==> src/rtl/bp_sched.sv <==
// gshare PHT scheduler: owns the GHR, runs PHT init, arbitrates one PHT port between lookups and resolves.
// Optional statistics counters are built when BP_SCHED_STATS_EN is defined.
module bp_sched #(
    parameter int IDX_W  = 4,
    parameter int ADDR_W = 11,
    parameter int DEPTH  = 4,
    parameter int CNT_W  = 16
) (
    input  logic              clk,
    input  logic              reset,
    input  logic              lk_valid,
    input  logic [ADDR_W-1:0] lk_addr,
    output logic              lk_ready,
    output logic              pred_valid,
    output logic              pred_taken,
    input  logic              rs_valid,
    input  logic              rs_taken,
    output logic              rs_ready,
    output logic              rs_mispredict,
    output logic              pht_en,
    output logic              pht_we,
    output logic [IDX_W-1:0]  pht_idx,
    output logic [1:0]        pht_wdata,
    input  logic [1:0]        pht_rdata,
    output logic              init_busy
`ifdef BP_SCHED_STATS_EN
    ,
    output logic [CNT_W-1:0]  stat_total,
    output logic [CNT_W-1:0]  stat_mispred
`endif
);
    localparam int PTR_W = $clog2(DEPTH);
    localparam int OCC_W = PTR_W + 1;

    typedef enum logic {S_INIT, S_RUN} state_t;

    state_t            state, state_nxt;
    logic [IDX_W-1:0]  init_ptr;
    logic [IDX_W-1:0]  ghr;
    logic [IDX_W-1:0]  lk_idx;
    logic [IDX_W-1:0]  q_idx [DEPTH];
    logic [1:0]        q_ctr [DEPTH];
    logic [PTR_W-1:0]  head, tail;
    logic [OCC_W-1:0]  occ;
    logic              rd_vld_p1;
    logic [IDX_W-1:0]  rd_idx_p1;
    logic              rs_acc, lk_acc, run;
    logic              addr_unused;

    function automatic logic [1:0] sat_ctr(input logic [1:0] ctr, input logic taken);
        if (taken)
            return (ctr == 2'b11) ? 2'b11 : ctr + 2'b01;
        else
            return (ctr == 2'b00) ? 2'b00 : ctr - 2'b01;
    endfunction

    function automatic logic [CNT_W-1:0] sat_inc(input logic [CNT_W-1:0] v);
        return (&v) ? v : v + CNT_W'(1);
    endfunction

    assign addr_unused = ^lk_addr[ADDR_W-1:IDX_W];
    assign lk_idx      = ghr ^ lk_addr[IDX_W-1:0];
    assign run         = (state == S_RUN);
    assign rs_ready    = run && (occ != '0);
    assign rs_acc      = rs_valid && rs_ready;
    // Occupancy counts the read in flight so its push always finds a free slot.
    assign lk_ready    = run && !rs_acc && ((occ + OCC_W'(rd_vld_p1)) < OCC_W'(DEPTH));
    assign lk_acc      = lk_valid && lk_ready;

    assign pred_valid    = rd_vld_p1;
    assign pred_taken    = rd_vld_p1 && pht_rdata[1];
    assign rs_mispredict = rs_acc && (q_ctr[head][1] != rs_taken);

    always_comb begin
        state_nxt = state;
        pht_en    = 1'b0;
        pht_we    = 1'b0;
        pht_idx   = '0;
        pht_wdata = 2'b00;
        init_busy = 1'b0;
        case (state)
            S_INIT: begin
                init_busy = 1'b1;
                pht_en    = 1'b1;
                pht_we    = 1'b1;
                pht_idx   = init_ptr;
                pht_wdata = 2'b01;
                if (&init_ptr)
                    state_nxt = S_RUN;
            end
            default: begin
                if (rs_acc) begin
                    pht_en    = 1'b1;
                    pht_we    = 1'b1;
                    pht_idx   = q_idx[head];
                    pht_wdata = sat_ctr(q_ctr[head], rs_taken);
                end else if (lk_acc) begin
                    pht_en  = 1'b1;
                    pht_idx = lk_idx;
                end
            end
        endcase
    end

    always_ff @(posedge clk) begin
        if (reset) begin
            state     <= S_INIT;
            init_ptr  <= '0;
            ghr       <= '0;
            head      <= '0;
            tail      <= '0;
            occ       <= '0;
            rd_vld_p1 <= 1'b0;
        end else begin
            state     <= state_nxt;
            rd_vld_p1 <= lk_acc;
            if (state == S_INIT)
                init_ptr <= init_ptr + IDX_W'(1);
            if (rs_acc) begin
                ghr  <= {ghr[IDX_W-2:0], rs_taken};
                head <= head + PTR_W'(1);
            end
            if (rd_vld_p1)
                tail <= tail + PTR_W'(1);
            case ({rd_vld_p1, rs_acc})
                2'b10:   occ <= occ + OCC_W'(1);
                2'b01:   occ <= occ - OCC_W'(1);
                default: occ <= occ;
            endcase
        end
    end

    // p0 -> p1: lookup index held while the PHT read completes, then captured into the queue
    always_ff @(posedge clk) begin
        rd_idx_p1 <= lk_idx;
        if (rd_vld_p1) begin
            q_idx[tail] <= rd_idx_p1;
            q_ctr[tail] <= pht_rdata;
        end
    end

`ifdef BP_SCHED_STATS_EN
    always_ff @(posedge clk) begin
        if (reset) begin
            stat_total   <= '0;
            stat_mispred <= '0;
        end else begin
            if (rs_acc)
                stat_total <= sat_inc(stat_total);
            if (rs_mispredict)
                stat_mispred <= sat_inc(stat_mispred);
        end
    end
`endif

endmodule

==> config.mk <==
export PLATFORM = sky130hd
export DESIGN_NAME = bp_sched
export DESIGN_NICKNAME = d
export VERILOG_FILES = /design/src/rtl/bp_sched.sv
export SDC_FILE = /design/constraint.sdc
export NUM_CORES = 1
export LEC_CHECK = 0
export CAP_MARGIN = 25
export CORE_MARGIN = 2
export CORE_UTILIZATION = 30
export DETAILED_ROUTE_END_ITERATION = 12
export GPL_ROUTABILITY_DRIVEN = 0
export GPL_TIMING_DRIVEN = 0
export PLACE_DENSITY = 0.5
export REMOVE_ABC_BUFFERS = 1
export SETUP_SLACK_MARGIN = 0.15
export SLEW_MARGIN = 20
export SYNTH_ARGS = -nofsm -noshare
export SYNTH_HDL_FRONTEND = slang
export SYNTH_SLANG_ARGS = --single-unit
==> constraint.sdc <==
create_clock -name clk -period 3.7 [get_ports clk]
set_input_delay 0.74 -clock clk [delete_from_list [all_inputs] [get_ports clk]]
set_output_delay 0.74 -clock clk [all_outputs]
set_load 0.02 [all_outputs]
* Word-level counts from Yosys, hierarchy flattened
Memory sizes are Yosys's and may differ from the RTL's. A register that Yosys moved wholly into a read port is not among the register bits. Index checks and enable logic that the tools add are counted.
Storage, ports and cells: flip-flop bits (word level) 21, word-level logic and storage cells 59, output and inout port bits 14, RAM bits 24, bits of input ports 18, memories 2
Operators by class: reduce and logical (&&, ||, !) cells 12, bitwise logic cells 1, order comparisons 1, muxes and demuxes 23, add/subtract/negate cells 8, equality and inequality tests 4
Memories:
- q_idx | depth 4, bits a word 4, rd ports 1, clocked after Yosys merged registers in 1, wr ports 1, RTL line 41 | logic [IDX_W-1:0] q_idx [DEPTH];
- q_ctr | depth 4, bits a word 2, rd ports 1, clocked after Yosys merged registers in 1, wr ports 1, RTL line 42 | logic [1:0] q_ctr [DEPTH];
Operators with widths (number):
- two-way mux 2 bit | 9
- two-way mux 4 bit | 3
- two-way mux 1 bit | 10
- logical AND 1 bit | 7
- adder 2 x 1 -> 2 bit (second input constant) | 3
- one-hot mux 3 bit (2 select lines) | 1
- adder 4 x 1 -> 4 bit (second input constant) | 1
- == test 2 bit (second input constant) | 2
- AND reduction 4 bit | 1
- XOR 4 bit | 1
- adder 3 x 1 -> 3 bit | 1
- adder 3 x 1 -> 3 bit (second input constant) | 1
- < comparator 3 bit (second input constant) | 1
- nonzero test 3 bit | 1
- subtractor 3 x 1 -> 3 bit (second input constant) | 1
- == test 2 x 1 -> 1 bit (second input constant) | 1
- zero test 2 bit | 1
- nonzero test 2 bit | 1
- subtractor 2 x 1 -> 2 bit (second input constant) | 1
- zero test 1 bit | 1
- != test 1 bit | 1

* Logic depth before layout (Yosys ltp)
Gate-level depths: netlist of the first run.
word-level depth 10, depth in mapped cells 12, depth with buffers taken out 9

* Worst setup path after synthesis of the first run
No wires, ideal clock.
path kind register to output, from register with a tool-made name, to output pht_wdata[0], path buffers 1, slack 1153 ps, arrival time 1807 ps, required time 2960 ps, cell stages (with the launch flop) 5, cell sequence dfxtp_1 buf_2 mux4_2 maj3_1 o21ai_0
RTL lines:
- end: declaration | RTL line 23 | output logic [1:0] pht_wdata,

==> out/qor.csv, run 1 <==
metric,value,unit
post-route core utilization,0.374,
Fin Setup TNS,0,ps
most frequent cells in the layout,"edfxtp_1, dfxtp_1, clkdlybuf4s50_1",
portion of the post-synthesis area used by sequential elements,0.583,
num rows,29,
gr usage total,0.114,
average footprint of a synthesized cell,12.4,um2
"area leader, netlist",edfxtp_1,
effective utilization at floorplan,0.315,
clock share of power,0.324,
cell type group with the largest total delay on the critical path,buffers and inverters,
GRT busiest layer,met2,
count of cell instances traversed by the critical path,4,
number of standard cells in the final layout excluding fillers,264,
Final setup violation count,0,
number of levels the H-tree was split into,2,
Reg power frac,0.631,
"leading cell type in the layout, fill and taps excluded",edfxtp_1,
CTS tree,yes,
nets,211,
min cycle time layout,3370,ps
"Worst Path Class, Setup",register to output pin,
Clock transition at path regs,80,ps
clock tree root buffer cell,clkbuf_8,
routed wire length per instance,14.9,um
switching power share of the total,0.205,
result of the run,completed,
Power Internal,0.701,mW
vias in the first global route,1320,
clock latency of the later-clocked register in the worst-skew pair,290,ps
Bufs and invs on worst path,1,
most frequently used flop master after synthesis,edfxtp_1,
register bit total from synthesis,47,
total net switching power,0.180,mW
Post-route DRC,0,
number of instances on the worst hold path,2,
CORE AREA,6420,um2
number of nets with antenna violations after routing,0,
dpl hpwl,2890,um
Via-to-Cell Ratio,4.68,
initial DRC count,17,
transition time at the pin with the least slew margin,697,ps
kind of start point of the critical path,register,
peak fanout along the critical path,6,
worst path required time,2960,ps
Pre-Repair DR Iteration Count,4,
peak supply drop,132,uV
fraction of registers with async set/reset,0,
leading cell types by total area after synthesis,"edfxtp_1, dfxtp_1, ha_1",
pin count of the biggest net entering global routing,19,
maximum clock path buffer count,2,
Cell variety after synth,35,
Die X,86.2,um
"EDFF count, synth",24,
area of the mapped netlist,2030,um2
GRT met1 Usage,0.137,
kind of capture point of the worst setup path,output pin,
met2 Use GR,0.192,
largest incremental delay on the critical path,640,ps
first-pass GRT wire length,6380,um
proportion of netlist area held by the largest area contributor,0.356,
tightest slew margin relative to the limit,0.534,
Worst Hold Slack,488,ps
total clock buffers created by CTS,5,
total leakage power,0.844,nW
cell-by-cell listing of the critical path,mux4_2 -> maj3_1 -> o21ai_0 -> clkdlybuf4s50_1,
number of sinks handled by clock tree synthesis,47,
worst min path class,register to register,
PortBufs,24,
total power per unit cell area,367,nW/um2
number of cells in the design after placement,256,
layout cells sized above 1,0.0909,
gate count after technology mapping,163,
die area,7430,um2
boundary pin count,32,
RSZ-0062 raised after global routing,no,
antenna violations before repair,0,
Layout Area Growth over Synthesis,18.7,%
depth of the worst register-to-register path,9,
maximum frequency from static timing analysis,297,MHz
number of warnings printed during yosys synthesis,0,
Fin Clk Skew,5.30,ps
antenna fix cells,0,
arrival time worst endpoint,2630,ps
share of the clock period used by the worst path after layout,0.911,
via count,1236,
overflow left after global routing,0,
number of hold violations in the final report,0,
met3 Use GR,0.0305,
Logic pwr share,0.045,
number of slew-limit violations in the final report,0,
WL final,3930,um
count of maximum capacitance violations,0,
slowest cell on the critical path,clkdlybuf4s50_1,
die boundary height,86.2,um
==> worst reg2reg max path, delay by kind of cell (launching register included) <==
family | cells | cell delay (ps)
flip-flops | 1 | 520
AO/OA/AOI/OAI | 1 | 140
AND/OR/NAND/NOR | 2 | 640
adder cells (fa/ha/maj) | 2 | 570
buffers and inverters | 3 | 350
XOR/XNOR | 1 | 150
==> kinds of logic (layout without fill, tap and decap cells) <==
logic type | count (synthesis) | in the layout | synth area share
DFF | 47 | 47 | 0.583
buffers and inverters | 18 | 42 | 0.0463
adders and majority gates | 9 | 9 | 0.0568
xor gates and xnor gates | 12 | 12 | 0.0519
AOI/OAI and AO/OA | 19 | 19 | 0.0692
muxes | 10 | 10 | 0.0834
and+or+nand+nor | 48 | 48 | 0.109
==> cell type report <==
cell class	count	area, um2
fill	626	4020
sequential	47	1180
multi-input combinational	98	758
timing repair buffer	24	248
tap	77	96.3
clock buffer	6	72.6
inverter	10	40.0
clock inverter	2	7.51
==> power by group through the flow <==
stage               clock (mW)  combinational, mW  sequential (mW)
floorplan                    0             0.0164            0.567
detailed placement           0             0.0403            0.568
global placement             0             0.0391            0.568
global route             0.320             0.0438            0.557
finish                   0.285             0.0400            0.556
CTS                      0.295             0.0405            0.556
==> final timing paths <==
kind                       start             endpoint  slack (ps)
max reg2reg       run$_SDFF_PP0_  occ[2]$_SDFFE_PP0P_        1250
min          ghr[3]$_SDFFE_PP0P_  ghr[3]$_SDFFE_PP0P_         490
max                     register         pht_wdata[0]         330
min reg2reg  ghr[3]$_SDFFE_PP0P_  ghr[3]$_SDFFE_PP0P_         490
==> metal layers <==
metal | routed length [um] | vias to the layer above | share of wire
li1 | - | 613 | -
met1 | 1770 | 602 | 0.45
met2 | 1960 | 17 | 0.50
met3 | 127 | 4 | 0.032
met4 | 69 | 0 | 0.018
met5 | 0 | - | 0
==> what timing repair did <==
| action | CTS | global route |
|---|---|---|
| gates resized for setup | 0 | 5 |
| hold buffers | 0 | 0 |
| endpoints found under the setup margin | 0 | 5 |
| buffers inserted | 0 | 0 |
==> stage by stage <==
step                      power (mW)  setup slack [ps]  area [um2]
after CTS                      0.892               177        2390
after global routing           0.921               187        2400
after floorplan                0.583              1110        1970
after global placement         0.607               189        2310
after detailed placement       0.609               176        2310
final                          0.882               329        2400
==> synth_stat cells, types with 4 or more instances <==
master	number
mux2i_1	4
inv_1	8
and2_1	7
buf_2	4
ha_1	6
dfxtp_1	23
edfxtp_1	24
nand2_1	11
xor2_1	8
nor2_1	18
xnor2_1	4
a21oi_1	8
==> flip-flops by register name, indices dropped and copies added (netlist names), named ones only <==
register	cells
ghr	4
head	2
init_ptr	4
occ	3
pred_valid	1
q_ctr	8
q_idx	16
rd_idx_p1	4
run	1
tail	2
Note: power is estimated with default switching activity, not from simulation.
==> run 2, diff against run 1 <==
--- a/config.mk
+++ b/config.mk
@@ -6,12 +6,14 @@
 export NUM_CORES = 1
 export LEC_CHECK = 0
 export CAP_MARGIN = 25
+export CELL_PAD_IN_SITES_DETAIL_PLACEMENT = 0
+export CELL_PAD_IN_SITES_GLOBAL_PLACEMENT = 1
 export CORE_MARGIN = 2
 export CORE_UTILIZATION = 30
 export DETAILED_ROUTE_END_ITERATION = 12
 export GPL_ROUTABILITY_DRIVEN = 0
 export GPL_TIMING_DRIVEN = 0
-export PLACE_DENSITY = 0.5
+export PLACE_DENSITY = 0.59
 export REMOVE_ABC_BUFFERS = 1
 export SETUP_SLACK_MARGIN = 0.15
 export SLEW_MARGIN = 20
==> run 2 against run 1 <==
Compared with the run above: cell count stayed put; sequential cell count unchanged; design area increased by 0.26%; fmax down 2.6%; global-route usage down 0.31 points; largest cell class unchanged; sequential power barely moved; die area unchanged; combinational power about the same; via count about the same; setup slack got worse by 92 ps; total power up 2.6%; worst hold slack got worse by 8.4 ps.
==> out/qor.csv, run 2 (same netlist as run 1, synthesis figures left out) <==
metric,value,unit
total power per unit cell area,375,nW/um2
slack of the critical path,238,ps
Biggest register,q_idx,
clock latency of the later-clocked register in the worst-skew pair,300,ps
CORE AREA,6420,um2
number of levels the H-tree was split into,2,
Worst Hold Endpoint,ghr[3]$_SDFFE_PP0P_,
clock tree root buffer cell,clkbuf_8,
depth of the worst register-to-register path,9,
layout cells sized above 1,0.102,
nets,211,
maximum clock path buffer count,2,
Clock transition at path regs,80,ps
Layout Area Growth over Synthesis,19.0,%
flop2flop setup slack,1240,ps
Fin Setup TNS,0,ps
max FFs per register,16,
tightest slew margin relative to the limit,0.518,
Post-route DRC,0,
post-placement setup slack,166,ps
count of maximum capacitance violations,0,
peak fanout along the critical path,4,
worst min path class,register to register,
via count,1235,
dpl hpwl,2850,um
min cycle time layout,3460,ps
routed wire length per instance,15.0,um
post-route core utilization,0.375,
cell-by-cell listing of the critical path,clkdlybuf4s50_1 -> a211oi_1 -> o311a_1 -> a221o_1 -> clkdlybuf4s50_1,
kind of capture point of the worst setup path,output pin,
number of sinks handled by clock tree synthesis,47,
initial DRC count,54,
Via-to-Cell Ratio,4.68,
maximum frequency from static timing analysis,289,MHz
number of instances on the worst hold path,2,
antenna violations before repair,0,
hold path start,ghr[3]$_SDFFE_PP0P_,
first-pass GRT wire length,6360,um
total clock buffers created by CTS,5,
num rows,29,
overflow left after global routing,0,
worst path required time,2960,ps
pin count of the biggest net entering global routing,19,
leading registers by flop count,"q_idx (16), q_ctr (8)",
gr usage total,0.111,
Final setup violation count,0,
number of hold violations in the final report,0,
number of slew-limit violations in the final report,0,
effective utilization at floorplan,0.315,
total power,0.904,mW
largest incremental delay on the critical path,580,ps
die area,7430,um2
Fin Clk Skew,9.31,ps
result of the run,completed,
peak supply drop,142,uV
CTS tree,yes,
reg2reg end,occ[2]$_SDFFE_PP0P_,
arrival time worst endpoint,2720,ps
WL final,3960,um
vias in the first global route,1326,
fill cell instance count of the final layout,609,
RSZ-0062 raised after global routing,yes,
PortBufs,24,
launching point of the worst reg2reg path,run$_SDFF_PP0_,
Critical path origin,rs_valid,
die boundary height,86.2,um
"leading cell type in the layout, fill and taps excluded",edfxtp_1,
Die X,86.2,um
boundary pin count,32,
Worst Hold Slack,479,ps
transition time at the pin with the least slew margin,720,ps
antenna fix cells,0,
slowest cell on the critical path,clkdlybuf4s50_1,
"Worst Path Class, Setup",input port to output pin,
kind of start point of the critical path,input port,
Post-CTS Hold Buffers,0,
most frequent cells in the layout,"edfxtp_1, dfxtp_1, clkdlybuf4s50_1",
total leakage power,0.834,nW
CP dominant cell by count,clkdlybuf4s50_1,
number of nets with antenna violations after routing,0,
Pre-Repair DR Iteration Count,4,
count of buffers added by post-CTS timing repair for setup,0,
share of the clock period used by the worst path after layout,0.936,
## run 2: cell count changes in the layout (fill, tap and decap cells not counted)
cell / previous run / this run
clkbuf_1: 1 / 0
clkdlybuf4s50_1: 21 / 22
clkinv_1: 2 / 1
clkinv_4: 0 / 1
clkinvlp_4: 0 / 1
dlymetal6s2s_1: 3 / 2
o311ai_0: 1 / 0
o311ai_1: 0 / 1
## run 2: how the worst max path moves through the flow
| stage | endpoint | cells after the start |
|---|---|---|
| 2_1_floorplan | pht_wdata[0] | 3 |
| 3_3_place_gp | pht_idx[1] | 7 |
| 3_5_place_dp | pht_idx[1] | 7 |
| 4_1_cts | pht_idx[1] | 7 |
| 5_1_grt | pht_idx[0] | 5 |
| 6_report | pht_idx[2] | 5 |
## run 2: worst max-delay path: cells and delay by family
family	cells	cell delay (ps)
AO/OA/AOI/OAI	3	870
buffers and inverters	2	1120
## run 2: per-layer routing
metal,up-vias,global-route usage,share of wire
li1,608,-,-
met1,607,0.140,0.47
met2,17,0.189,0.50
met3,3,0.0276,0.026
met4,0,0.0341,0.0073
met5,-,0,0
## run 2: where the power goes
group | switching (mW) | internal [mW] | leakage [nW]
registers | 0.00525 | 0.551 | 0.403
logic | 0.0189 | 0.0214 | 0.389
clock network | 0.176 | 0.132 | 0.0418
## run 2: area by class of cell
class                      count  area, um2  share of cell area
sequential                    47       1180               0.490
multi-input combinational     98        758               0.315
timing repair buffer          24        245               0.102
tap                           77       96.3              0.0400
clock buffer                   5       68.8              0.0286
inverter                      10       40.0              0.0166
clock inverter                 3       20.0             0.00831
## run 2: timing repair
action                                  4_1_cts  5_1_grt
endpoints found under the hold margin         0        0
resized for setup                             0        5
endpoints found under the setup margin        0        5
## run 2: through the flow
step                      area, um2  std cells
after global routing           2410        264
final                          2410        264
after detailed placement       2310        256
after global placement         2310        256
after floorplan                1970        155
after CTS                      2400        264
==> run 3, diff against run 2 <==
==> constraint.sdc (replaced) <==
create_clock -name clk -period 3.7 [get_ports clk]
set_input_delay 0.74 -clock clk [delete_from_list [all_inputs] [get_ports clk]]
set_output_delay 0.74 -clock clk [all_outputs]
set_load 0.01 [all_outputs]
==> run 3 against run 2 <==
Compared with the run above: clock power about the same; sequential cell count unchanged; design area down 0.42%; non-clock buffer count unchanged; critical path type unchanged; largest cell class unchanged; largest power group unchanged.
==> out/qor.csv, run 3 (same netlist as run 1, synthesis figures left out) <==
metric,value,unit
result of the run,completed,
tightest slew margin relative to the limit,0.517,
Fin Clk Skew,9.24,ps
Post-CTS Hold Buffers,0,
number of nets with antenna violations after routing,0,
antenna violations before repair,0,
vias in the first global route,1326,
die area,7430,um2
pin count of the biggest net entering global routing,19,
met3 Use GR,0.0276,
gr usage total,0.111,
count of buffers added by post-CTS timing repair for setup,0,
RSZ-0062 raised after global routing,no,
routed wire length per instance,14.9,um
Multi-input gate area,753,um2
overflow left after global routing,0,
kind of start point of the critical path,input port,
maximum frequency from static timing analysis,293,MHz
CTS tree,yes,
peak fanout along the critical path,4,
first-pass GRT wire length,6360,um
Clock transition at path regs,80,ps
total area of sequential cells,1180,um2
most frequent cells in the layout,"clkdlybuf4s50_1, edfxtp_1, dfxtp_1",
transition time at the pin with the least slew margin,723,ps
Die X,86.2,um
leading registers by flop count,"q_idx (16), q_ctr (8)",
number of slew-limit violations in the final report,0,
worst path required time,2960,ps
nets,211,
total power per unit cell area,376,nW/um2
GRT busiest layer,met2,
Fin Setup TNS,0,ps
initial DRC count,52,
Post-route DRC,0,
die boundary height,86.2,um
arrival time worst endpoint,2670,ps
post-cts gate resize count,0,
dpl hpwl,2850,um
worst min path class,register to register,
"Worst Path Class, Setup",input port to output pin,
Biggest register,q_idx,
count of maximum capacitance violations,0,
met2 Use GR,0.189,
num rows,29,
Layout Area Growth over Synthesis,18.5,%
max FFs per register,16,
peak supply drop,142,uV
CORE AREA,6420,um2
number of hold violations in the final report,0,
total clock buffers created by CTS,5,
maximum clock path buffer count,2,
min cycle time layout,3410,ps
share of the clock period used by the worst path after layout,0.923,
Final setup violation count,0,
total leakage power,0.799,nW
final design instance area without fill,2400,um2
Pre-Repair DR Iteration Count,4,
depth of the worst register-to-register path,9,
clock tree root buffer cell,clkbuf_8,
number of sinks handled by clock tree synthesis,47,
boundary pin count,32,
layout cells sized above 1,0.0963,
GRT met1 Usage,0.140,
number of levels the H-tree was split into,2,
kind of capture point of the worst setup path,output pin,
clock latency of the later-clocked register in the worst-skew pair,300,ps
post-placement cell area,2310,um2
via count,1237,
fill cell instance count of the final layout,608,
number of instances on the worst hold path,2,
Via-to-Cell Ratio,4.69,
PortBufs,24,
effective utilization at floorplan,0.315,
antenna fix cells,0,
WL final,3940,um
run 3: changes by cell type in the layout (fill, tap and decap cells not counted):
cell,delta
clkdlybuf4s50_1,+2
a211oi_1,+1
a211oi_2,-1
dlymetal6s2s_1,-2
run 3: worst max-delay path, cell delays in order:
cell	delay, ps
clkdlybuf4s50_1	560
a211oi_1	100
o311a_1	420
a221o_1	360
clkdlybuf4s50_1	490
run 3: path summary, 6_finish.rpt:
kind | slack (ps) | from | end
worst max register to register | 1240 | run$_SDFF_PP0_ | occ[2]$_SDFFE_PP0P_
worst min register to register | 480 | ghr[3]$_SDFFE_PP0P_ | ghr[3]$_SDFFE_PP0P_
worst min-delay path | 480 | ghr[3]$_SDFFE_PP0P_ | ghr[3]$_SDFFE_PP0P_
worst max-delay path | 290 | rs_valid | pht_idx[1]
run 3: metrics by stage:
stage	hold slack [ps]	power, mW	std cells	setup WS (ps)	util
floorplan	438	0.581	155	1250	-
global placement	458	0.605	256	261	0.359
detailed placement	463	0.607	256	234	0.359
CTS	480	0.914	264	228	0.373
global route	518	0.934	264	190	0.374
finish	479	0.902	264	287	0.374
run 3: report_power, final:
part	internal (mW)	switching, mW
Sequential	0.551	0.00525
Combinational	0.0217	0.0167
Clock	0.132	0.176
run 3: layer usage:
layer,up-vias,routed length (um)
met5,-,0
met4,0,29
met3,3,112
met2,17,1950
met1,608,1840
li1,609,-
run 3: layout make-up:
class,instances,area share
Sequential cell,47,0.492
Multi-Input combinational cell,98,0.314
Tap cell,77,0.0401
Clock buffer,5,0.0287
Clock inverter,3,0.00834
Inverter,10,0.0167
Timing Repair Buffer,24,0.100
